`config.mk`:
```
export PLATFORM = sky130hd
export DESIGN_NAME = pipe_elastic_stage_flat
export DESIGN_NICKNAME = d
export VERILOG_FILES = /design/src/rtl/pipe_elastic_stage_if.sv /design/src/rtl/pipe_elastic_stage.sv /design/src/flat_wrapper.sv
export SDC_FILE = /design/constraint.sdc
export NUM_CORES = 1
export LEC_CHECK = 0
export CAP_MARGIN = 20
export CORE_AREA = 10 10 305 307
export CTS_BUF_LIST = sky130_fd_sc_hd__clkbuf_4 sky130_fd_sc_hd__clkbuf_8
export CTS_CLUSTER_SIZE = 28
export DETAILED_ROUTE_END_ITERATION = 8
export DIE_AREA = 0 0 315 317
export GPL_ROUTABILITY_DRIVEN = 0
export GPL_TIMING_DRIVEN = 0
export PLACE_DENSITY = 0.6
export SLEW_MARGIN = 20
export SYNTH_ARGS = -nofsm -noshare
export SYNTH_HDL_FRONTEND = slang
export SYNTH_SLANG_ARGS = --single-unit
```
`constraint.sdc`:
```
create_clock -name clk -period 35.5 [get_ports clk]
set_clock_uncertainty 0.1 [all_clocks]
set_input_delay 7.1 -clock clk [delete_from_list [all_inputs] [get_ports clk]]
set_output_delay 7.1 -clock clk [all_outputs]
set_load 0.005 [all_outputs]
```
`src/rtl/pipe_elastic_stage_if.sv`:
```
// Handshake, writeback and forwarding bundle for one elastic pipeline stage.
// The producer/consumer/forwarding requester side uses the master modport;
// the stage itself uses the slave modport.
interface pipe_elastic_stage_if #(
  parameter int PAYLOAD_W = 256,
  parameter int WORD_W    = 64,
  parameter int REG_W     = 5,
  parameter int NUM_Q     = 2
);
  logic                    in_valid;
  logic                    in_ready;
  logic [PAYLOAD_W-1:0]    in_payload;
  logic [REG_W-1:0]        in_dst;
  logic                    in_regwrite;
  logic                    in_ismem;
  logic [WORD_W-1:0]       in_result;

  logic                    out_valid;
  logic                    out_ready;
  logic [PAYLOAD_W-1:0]    out_payload;
  logic [REG_W-1:0]        out_dst;
  logic                    out_regwrite;
  logic                    out_ismem;
  logic [WORD_W-1:0]       out_result;

  logic                    flush;

  logic [NUM_Q*REG_W-1:0]  q_addr;
  logic [NUM_Q-1:0]        q_hit;
  logic [NUM_Q-1:0]        q_pending;
  logic [NUM_Q*WORD_W-1:0] q_data;

  modport master (
    output in_valid, in_payload, in_dst, in_regwrite, in_ismem, in_result,
    input  in_ready,
    input  out_valid, out_payload, out_dst, out_regwrite, out_ismem, out_result,
    output out_ready,
    output flush,
    output q_addr,
    input  q_hit, q_pending, q_data
  );

  modport slave (
    input  in_valid, in_payload, in_dst, in_regwrite, in_ismem, in_result,
    output in_ready,
    output out_valid, out_payload, out_dst, out_regwrite, out_ismem, out_result,
    input  out_ready,
    input  flush,
    input  q_addr,
    output q_hit, q_pending, q_data
  );
endinterface

```
`src/rtl/pipe_elastic_stage.sv`:
```
// Elastic pipeline stage: a DEPTH-entry circular buffer with valid/ready on
// both sides, carrying an opaque payload plus writeback fields, and NUM_Q
// combinational forwarding ports that return the youngest pending write to
// a queried register. DEPTH must be a power of two so pointers wrap freely.
module pipe_elastic_stage #(
  parameter int DEPTH     = 2,
  parameter int PAYLOAD_W = 256,
  parameter int WORD_W    = 64,
  parameter int REG_W     = 5,
  parameter int NUM_Q     = 2
) (
  input  logic                  clk,
  input  logic                  reset,
  pipe_elastic_stage_if.slave   bus
);

  localparam int PTR_W = (DEPTH > 1) ? $clog2(DEPTH) : 1;
  localparam int CNT_W = $clog2(DEPTH) + 1;

  logic [PTR_W-1:0]     head;
  logic [PTR_W-1:0]     tail;
  logic [CNT_W-1:0]     count;

  logic [PAYLOAD_W-1:0] mem_payload  [DEPTH];
  logic [REG_W-1:0]     mem_dst      [DEPTH];
  logic                 mem_regwrite [DEPTH];
  logic                 mem_ismem    [DEPTH];
  logic [WORD_W-1:0]    mem_result   [DEPTH];

  logic                 not_empty;
  logic                 do_enq;
  logic                 do_deq;

  logic [NUM_Q-1:0]        hit_v;
  logic [NUM_Q-1:0]        pend_v;
  logic [NUM_Q*WORD_W-1:0] data_v;

  function automatic logic [PTR_W-1:0] ptr_inc(input logic [PTR_W-1:0] p);
    if (p == PTR_W'(DEPTH - 1)) begin
      return '0;
    end
    return p + PTR_W'(1);
  endfunction

  // in_ready depends only on registered occupancy, so a full stage never
  // accepts in the same cycle it drains; flush vetoes both transfers.
  assign not_empty     = (count != '0);
  assign bus.in_ready  = (count < CNT_W'(DEPTH));
  assign bus.out_valid = not_empty & ~bus.flush;
  assign do_enq        = bus.in_valid & bus.in_ready & ~bus.flush;
  assign do_deq        = bus.out_valid & bus.out_ready;

  assign bus.out_payload  = not_empty ? mem_payload[head]  : '0;
  assign bus.out_dst      = not_empty ? mem_dst[head]      : '0;
  assign bus.out_regwrite = not_empty ? mem_regwrite[head] : 1'b0;
  assign bus.out_ismem    = not_empty ? mem_ismem[head]    : 1'b0;
  assign bus.out_result   = not_empty ? mem_result[head]   : '0;

  assign bus.q_hit     = hit_v;
  assign bus.q_pending = pend_v;
  assign bus.q_data    = data_v;

  // Pointer and occupancy bookkeeping; flush empties the stage outright.
  always_ff @(posedge clk or posedge reset) begin
    if (reset) begin
      head  <= '0;
      tail  <= '0;
      count <= '0;
    end else if (bus.flush) begin
      head  <= '0;
      tail  <= '0;
      count <= '0;
    end else begin
      if (do_enq) begin
        tail <= ptr_inc(tail);
      end
      if (do_deq) begin
        head <= ptr_inc(head);
      end
      case ({do_enq, do_deq})
        2'b10:   count <= count + CNT_W'(1);
        2'b01:   count <= count - CNT_W'(1);
        default: count <= count;
      endcase
    end
  end

  // Entry storage; contents of empty slots are never observed.
  always_ff @(posedge clk) begin
    if (do_enq) begin
      mem_payload[tail]  <= bus.in_payload;
      mem_dst[tail]      <= bus.in_dst;
      mem_regwrite[tail] <= bus.in_regwrite;
      mem_ismem[tail]    <= bus.in_ismem;
      mem_result[tail]   <= bus.in_result;
    end
  end

  // Forwarding search: walk entries oldest to youngest from head so the last
  // match wins, which handles the wrap boundary without special cases.
  always_comb begin
    hit_v  = '0;
    pend_v = '0;
    data_v = '0;
    for (int ch = 0; ch < NUM_Q; ch++) begin
      logic [REG_W-1:0] addr;
      logic [PTR_W-1:0] idx;
      addr = bus.q_addr[ch*REG_W +: REG_W];
      idx  = head;
      for (int k = 0; k < DEPTH; k++) begin
        idx = head + PTR_W'(k);
        if ((CNT_W'(k) < count) && mem_regwrite[idx] &&
            (mem_dst[idx] == addr) && (addr != '0)) begin
          hit_v[ch]                   = 1'b1;
          pend_v[ch]                  = mem_ismem[idx];
          data_v[ch*WORD_W +: WORD_W] = mem_result[idx];
        end
      end
      if (bus.flush) begin
        hit_v[ch]                   = 1'b0;
        pend_v[ch]                  = 1'b0;
        data_v[ch*WORD_W +: WORD_W] = '0;
      end
    end
  end

endmodule

```
`src/flat_wrapper.sv`:
```
// flat-port wrapper written by rule: the top's interface ports become plain ports
module pipe_elastic_stage_flat 
#(
  parameter int DEPTH     = 2,
  parameter int PAYLOAD_W = 256,
  parameter int WORD_W    = 64,
  parameter int REG_W     = 5,
  parameter int NUM_Q     = 2
)
  (clk, reset, bus_in_valid, bus_in_payload, bus_in_dst, bus_in_regwrite, bus_in_ismem, bus_in_result, bus_in_ready, bus_out_valid, bus_out_payload, bus_out_dst, bus_out_regwrite, bus_out_ismem, bus_out_result, bus_out_ready, bus_flush, bus_q_addr, bus_q_hit, bus_q_pending, bus_q_data);
  pipe_elastic_stage_if #(.PAYLOAD_W(PAYLOAD_W), .WORD_W(WORD_W), .REG_W(REG_W), .NUM_Q(NUM_Q)) bus_i ();
  input  logic clk;
  input  logic reset;
  input wire logic [$bits(bus_i.in_valid)-1:0] bus_in_valid;
  input wire logic [$bits(bus_i.in_payload)-1:0] bus_in_payload;
  input wire logic [$bits(bus_i.in_dst)-1:0] bus_in_dst;
  input wire logic [$bits(bus_i.in_regwrite)-1:0] bus_in_regwrite;
  input wire logic [$bits(bus_i.in_ismem)-1:0] bus_in_ismem;
  input wire logic [$bits(bus_i.in_result)-1:0] bus_in_result;
  output wire logic [$bits(bus_i.in_ready)-1:0] bus_in_ready;
  output wire logic [$bits(bus_i.out_valid)-1:0] bus_out_valid;
  output wire logic [$bits(bus_i.out_payload)-1:0] bus_out_payload;
  output wire logic [$bits(bus_i.out_dst)-1:0] bus_out_dst;
  output wire logic [$bits(bus_i.out_regwrite)-1:0] bus_out_regwrite;
  output wire logic [$bits(bus_i.out_ismem)-1:0] bus_out_ismem;
  output wire logic [$bits(bus_i.out_result)-1:0] bus_out_result;
  input wire logic [$bits(bus_i.out_ready)-1:0] bus_out_ready;
  input wire logic [$bits(bus_i.flush)-1:0] bus_flush;
  input wire logic [$bits(bus_i.q_addr)-1:0] bus_q_addr;
  output wire logic [$bits(bus_i.q_hit)-1:0] bus_q_hit;
  output wire logic [$bits(bus_i.q_pending)-1:0] bus_q_pending;
  output wire logic [$bits(bus_i.q_data)-1:0] bus_q_data;
  assign bus_i.in_valid = bus_in_valid;
  assign bus_i.in_payload = bus_in_payload;
  assign bus_i.in_dst = bus_in_dst;
  assign bus_i.in_regwrite = bus_in_regwrite;
  assign bus_i.in_ismem = bus_in_ismem;
  assign bus_i.in_result = bus_in_result;
  assign bus_in_ready = bus_i.in_ready;
  assign bus_out_valid = bus_i.out_valid;
  assign bus_out_payload = bus_i.out_payload;
  assign bus_out_dst = bus_i.out_dst;
  assign bus_out_regwrite = bus_i.out_regwrite;
  assign bus_out_ismem = bus_i.out_ismem;
  assign bus_out_result = bus_i.out_result;
  assign bus_i.out_ready = bus_out_ready;
  assign bus_i.flush = bus_flush;
  assign bus_i.q_addr = bus_q_addr;
  assign bus_q_hit = bus_i.q_hit;
  assign bus_q_pending = bus_i.q_pending;
  assign bus_q_data = bus_i.q_data;
  pipe_elastic_stage #(.DEPTH(DEPTH), .PAYLOAD_W(PAYLOAD_W), .WORD_W(WORD_W), .REG_W(REG_W), .NUM_Q(NUM_Q)) u_core (.clk(clk), .reset(reset), .bus(bus_i));
endmodule
```
Yosys cells after proc, flatten, opt, wreduce, memory -nomap -nowiden
Memories as Yosys holds them, arrays and structs flattened.
Cells that the tools add are included.
- bits in registers: 4
- memory bits (writable): 654
- word-level logic and storage cells: 83
- memories: 5
- memories (name ; depth ; bits a word ; rd ports ; clocked after memory_dff ; wr ports ; line ; source):
    u_core.mem_payload ; 2 ; 256 ; 1 ; 0 ; 1 ; pipe_elastic_stage.sv:24 ; logic [PAYLOAD_W-1:0] mem_payload [DEPTH];
    u_core.mem_result ; 2 ; 64 ; 2 ; 0 ; 1 ; pipe_elastic_stage.sv:28 ; logic [WORD_W-1:0] mem_result [DEPTH];
    u_core.mem_dst ; 2 ; 5 ; 2 ; 0 ; 1 ; pipe_elastic_stage.sv:25 ; logic [REG_W-1:0] mem_dst [DEPTH];
    u_core.mem_ismem ; 2 ; 1 ; 2 ; 0 ; 1 ; pipe_elastic_stage.sv:27 ; logic mem_ismem [DEPTH];
    u_core.mem_regwrite ; 2 ; 1 ; 2 ; 0 ; 1 ; pipe_elastic_stage.sv:26 ; logic mem_regwrite [DEPTH];
- add/sub/neg operators: 4
- $lt $le $gt $ge: 3
- equal/unequal tests: 6
- multiplexer cells: 41
- bitwise operators: 5
- reduce and logical (&&, ||, !) cells: 16
- operators with widths (operator ; number):
    64-bit two-way mux ; 7
    256-bit two-way mux ; 1
    1-bit two-way mux ; 30
    5-bit equality test ; 4
    1-bit logical AND ; 10
    5-bit nonzero test ; 2
    2-bit nonzero test ; 3
    5-bit two-way mux ; 1
    1-bit bitwise AND ; 4
    1-bit by 2-bit < comparator with 1-bit output, first input constant ; 2
    2-bit one-hot mux with 2 select lines ; 1
    3-bit nonzero test ; 1
    1-bit adder, second input constant ; 2
    2-bit by 1-bit adder with 2-bit output, second input constant ; 1
    2-bit by 1-bit equality test with 1-bit output, second input constant ; 1
    2-bit equality test, second input constant ; 1
    2-bit < comparator, second input constant ; 1
    2-bit two-way mux ; 1
    2-bit by 1-bit subtractor with 2-bit output, second input constant ; 1
    1-bit inverter ; 1

Longest topological paths before layout
- depth after elaboration: 8
- mapped depth: 9

Worst setup path after synthesis
Ideal clock, no wire load.
- path kind: input-to-reg
- start point: in bus_flush
- end point: mem u_core.mem_dst[1][0] (enable)
- library setup time: 1484 ps
- data arrival time: 30925 ps
- data required time: 33916 ps
- slack: 2992 ps
- cell stages on the path: 2
- path buffers: 1
- cell sequence: clkbuf_1 > nor3b_1
- longest elaborated chain between the ends: 4
- ends and longest elaborated chain (what ; line ; source):
    start: declaration ; flat_wrapper.sv:28 ; input wire logic [$bits(bus_i.flush)-1:0] bus_flush;
    1-bit inverter ; pipe_elastic_stage.sv:50 ; assign do_enq = bus.in_valid & bus.in_ready & ~bus.flush;
    1-bit bitwise AND ; pipe_elastic_stage.sv:50 ;
    1-bit two-way mux ; pipe_elastic_stage.sv:90 ; if (do_enq) begin
    1-bit two-way mux (not written as such) ; pipe_elastic_stage.sv:92 ; mem_dst[tail] <= bus.in_dst;
    end: declaration ; pipe_elastic_stage.sv:25 ;
Every way passes these cells.

Final worst setup path
- start point: in bus_q_addr[6]
- end point: out bus_q_data[124]
- longest elaborated chain between the ends: 6
- elaborated cells on any way between the ends: 10
- classes of those cells: 2 x eq/ne; 3 x mux; 5 x reduce/logical
- ends and longest elaborated chain (what ; line ; source):
    start: declaration ; flat_wrapper.sv:29 ; input wire logic [$bits(bus_i.q_addr)-1:0] bus_q_addr;
    5-bit equality test ; pipe_elastic_stage.sv:113 ; (mem_dst[idx] == addr) && (addr != '0)) begin
    1-bit logical AND ; pipe_elastic_stage.sv:112 ; if ((CNT_W'(k) < count) && mem_regwrite[idx] &&
    1-bit logical AND ; pipe_elastic_stage.sv:113 ;
    64-bit two-way mux ; pipe_elastic_stage.sv:112 ;
    64-bit two-way mux (*) ; pipe_elastic_stage.sv:112 ;
    64-bit two-way mux (*) ; pipe_elastic_stage.sv:119 ; if (bus.flush) begin
    end: declaration ; flat_wrapper.sv:32 ; output wire logic [$bits(bus_i.q_data)-1:0] bus_q_data;
Every way passes the cells marked *; elsewhere a longest branch is shown, timed or not.

==> metrics.txt <==
Reg clk slew, reported paths=60 ps; CORE AREA=86620 sq um; # rows=108; CTS root buffer=clkbuf_8; number of flops mapped to enable cells by yosys=654; fmax=55.79 MHz; Worst Path Arrival=10720 ps; most common cell in the synthesized netlist=edfxtp_1; crit path max fanout=10; RSZ-0062 raised after global routing=false; global-route wire length before repair=168600 um; drt total wl=119400 um; Die Y=317 um; hold_ws=495.3 ps; IO Count=803; commonest cells in the netlist=edfxtp_1 (654), nor2_1 (399), mux2i_1 (265); leak pwr=0.01373 uW; area delta synth->final=41.12%; FF-to-FF setup slack=31880 ps; slowest stage cell on the critical path=clkdlybuf4s50_1; clock latency on the worst-skew pair=720 ps; Synth Flop Type=edfxtp_1; min-delay src=u_core.tail; DR vias/cell=5.285; min cycle time layout=17920 ps; headroom to the max-slew limit=37.10%; hold buffers post-CTS=0; mean post-synth cell area=13.62 sq um; share of cells above drive strength 1=12.29%; die area=99860 sq um; number of synthesis warnings=0; Setup WS post-layout=17580 ps; post-layout util=49.32%; PortBufs=801; Final setup viols=0; first-iteration detailed-routing DRC count=1687; CTS Buffer Depth=3; hpwl dp=92930 um; GRT Total Usage=22.67%; Net count, final=3563; total number of vias=23640; die width=315 um; critical path capture point type=output port; largest net degree at the start of global routing=18; Max IR drop VDD=37.99 uV; FF+latch count, synth=658; Post-Syn Area=30270 sq um; Overflow after GRT=0; r2r startpoint=u_core.count[1]; Wirelength per Cell=26.69 um; Post-DRT Antenna Nets=0; crit share post-route=50.49%; Hold Crit Class=reg2reg; RR Endpoint=u_core.mem_payload[0][171]; post-synth top area share=64.87%; Final Max Tran Viols=0; antenna violations before repair=32; Detailed Routing Iterations Pass 1=6; Reg area=19740 sq um; type of origin of the critical path=primary input; Pwr Density=62.53 nW/um^2; residual DRC count=0; Initial Util=34.95%; synthesized netlist cell count=2223; setup slack after placement=17680 ps; Async SR Flop Fraction=0.6079%; Synth area leaders=edfxtp_1 (65%), mux2i_1 (8.8%), nor2_1 (4.9%); register area share after synthesis=65.20%; CTS tree=yes; Synth cell types=32; CP cell instances=clkdlybuf4s50_1 -> or4_1 -> nor2_1 -> or3_1 -> buf_2 -> clkbuf_1 -> o22ai_1 -> a221oi_1 -> clkdlybuf4s50_1; Power Total=2671 uW; CTS resizes=0; Inserted Clock Buffers=111; Post-CTS Setup Inserts=0; Worst-Margin Slew=943.5 ps; vias in the first global route=24800; TNS Setup=0 ps; Filler cells=7575; Critical Path RT=28300 ps; final hold vios=0; H-tree level count=3; kind of critical path=in2out; clock tree sinks=658; Worst Hold Endpoint=u_core.tail; area leader, netlist=edfxtp_1; syn nets=2567; Multi-input gate area=9654 sq um; crit-path max cell delay=690 ps; Worst Hold Depth=2; status=completed; worst reg-to-reg path cell count=12; MaxCap Viol Count=0; Worst path most repeated cell=clkdlybuf4s50_1
-- where the power goes --
part | internal [uW] | switching [uW]
clock network | 375 | 310
logic | 474 | 577
registers | 921 | 14.5
-- registers in the layout, indices dropped and copies added, names as in the netlist --
| name | count |
|---|---|
| u_core.mem_payload | 512 |
| u_core.mem_result | 128 |
| u_core.mem_regwrite | 2 |
| u_core.head | 1 |
| u_core.tail | 1 |
| u_core.mem_ismem | 2 |
| u_core.mem_dst | 10 |
| u_core.count | 2 |
-- critical path: cells and delay by family --
| family | cells | cell delay [ps] |
|---|---|---|
| AOI/OAI and AO/OA | 2 | 600 |
| buffers and inverters | 4 | 2090 |
| and+or+nand+nor | 3 | 910 |
-- per-layer routing --
metal	vias to the layer above	global-route usage, %	wire length, um
met3	266	7.654	11580
met1	11550	25.25	43550
li1	10520	-	-
met2	1270	39.87	60250
met4	34	8.253	3769
met5	-	0	218
-- cells by family (layout without fill, tap and decap cells) --
logic type	Yosys count	count (layout)	share of synthesized area [%]
AND/OR/NAND/NOR	681	681	10.80
buffers and inverters	197	1277	2.943
multiplexers	268	268	8.898
XOR/XNOR	24	24	0.6943
AO/OA/AOI/OAI	393	393	11.39
flip-flops	658	658	65.20
adder cells (fa/ha/maj)	2	2	0.08265
other	0	14	0
-- per-stage QoR --
step                cells  area [sq um]
floorplan            2223         30270
global route         4469         42710
global placement     4179         39740
CTS                  4458         42690
detailed placement   4261         40470
finish               4472         42720
-- cells in the final DEF (no fill, tap or decap), types with 3 or more instances in the layout --
cell / instances
o22ai_1: 130
xnor2_1: 17
inv_1: 3
edfxtp_1: 654
a221oi_1: 50
nor3_1: 3
nor2b_1: 131
nor2_1: 399
and2_1: 130
clkinv_1: 27
a221oi_2: 80
xor2_1: 7
diode_2: 14
mux2i_2: 3
dfrtp_1: 4
bufinv_16: 5
nand2_1: 3
mux2i_1: 265
buf_4: 57
buf_2: 55
or3_1: 3
clkdlybuf4s50_1: 801
or4_1: 3
buf_6: 37
clkbuf_4: 42
buf_1: 16
o211ai_1: 130
clkinv_2: 5
clkbuf_1: 110
clkbuf_8: 112
-- worst max path at each step --
| stage | from | to | cells past startpoint |
|---|---|---|---|
| 3_5_place_dp | bus_q_addr[6] | bus_q_data[124] | 9 |
| 5_1_grt | bus_q_addr[6] | bus_q_data[124] | 9 |
| 2_1_floorplan | bus_flush | u_core.mem_dst[1][0] | 2 |
| 6_report | bus_q_addr[6] | bus_q_data[124] | 9 |
| 3_3_place_gp | bus_in_valid | u_core.mem_payload[1][173] | 3 |
| 4_1_cts | bus_q_addr[6] | bus_q_data[124] | 9 |
-- cell type report --
cell class / instances / area share (%)
well taps: 1155 / 3.383
clock buffers: 154 / 4.346
repair buffers: 883 / 20.45
inverters: 3 / 0.02636
multi-input cells: 1368 / 22.60
plain buffers: 194 / 2.062
diodes: 14 / 0.08200
flip-flops and latches: 658 / 46.20
clock inverters: 43 / 0.8552
Power figures use the tool's default switching activity.
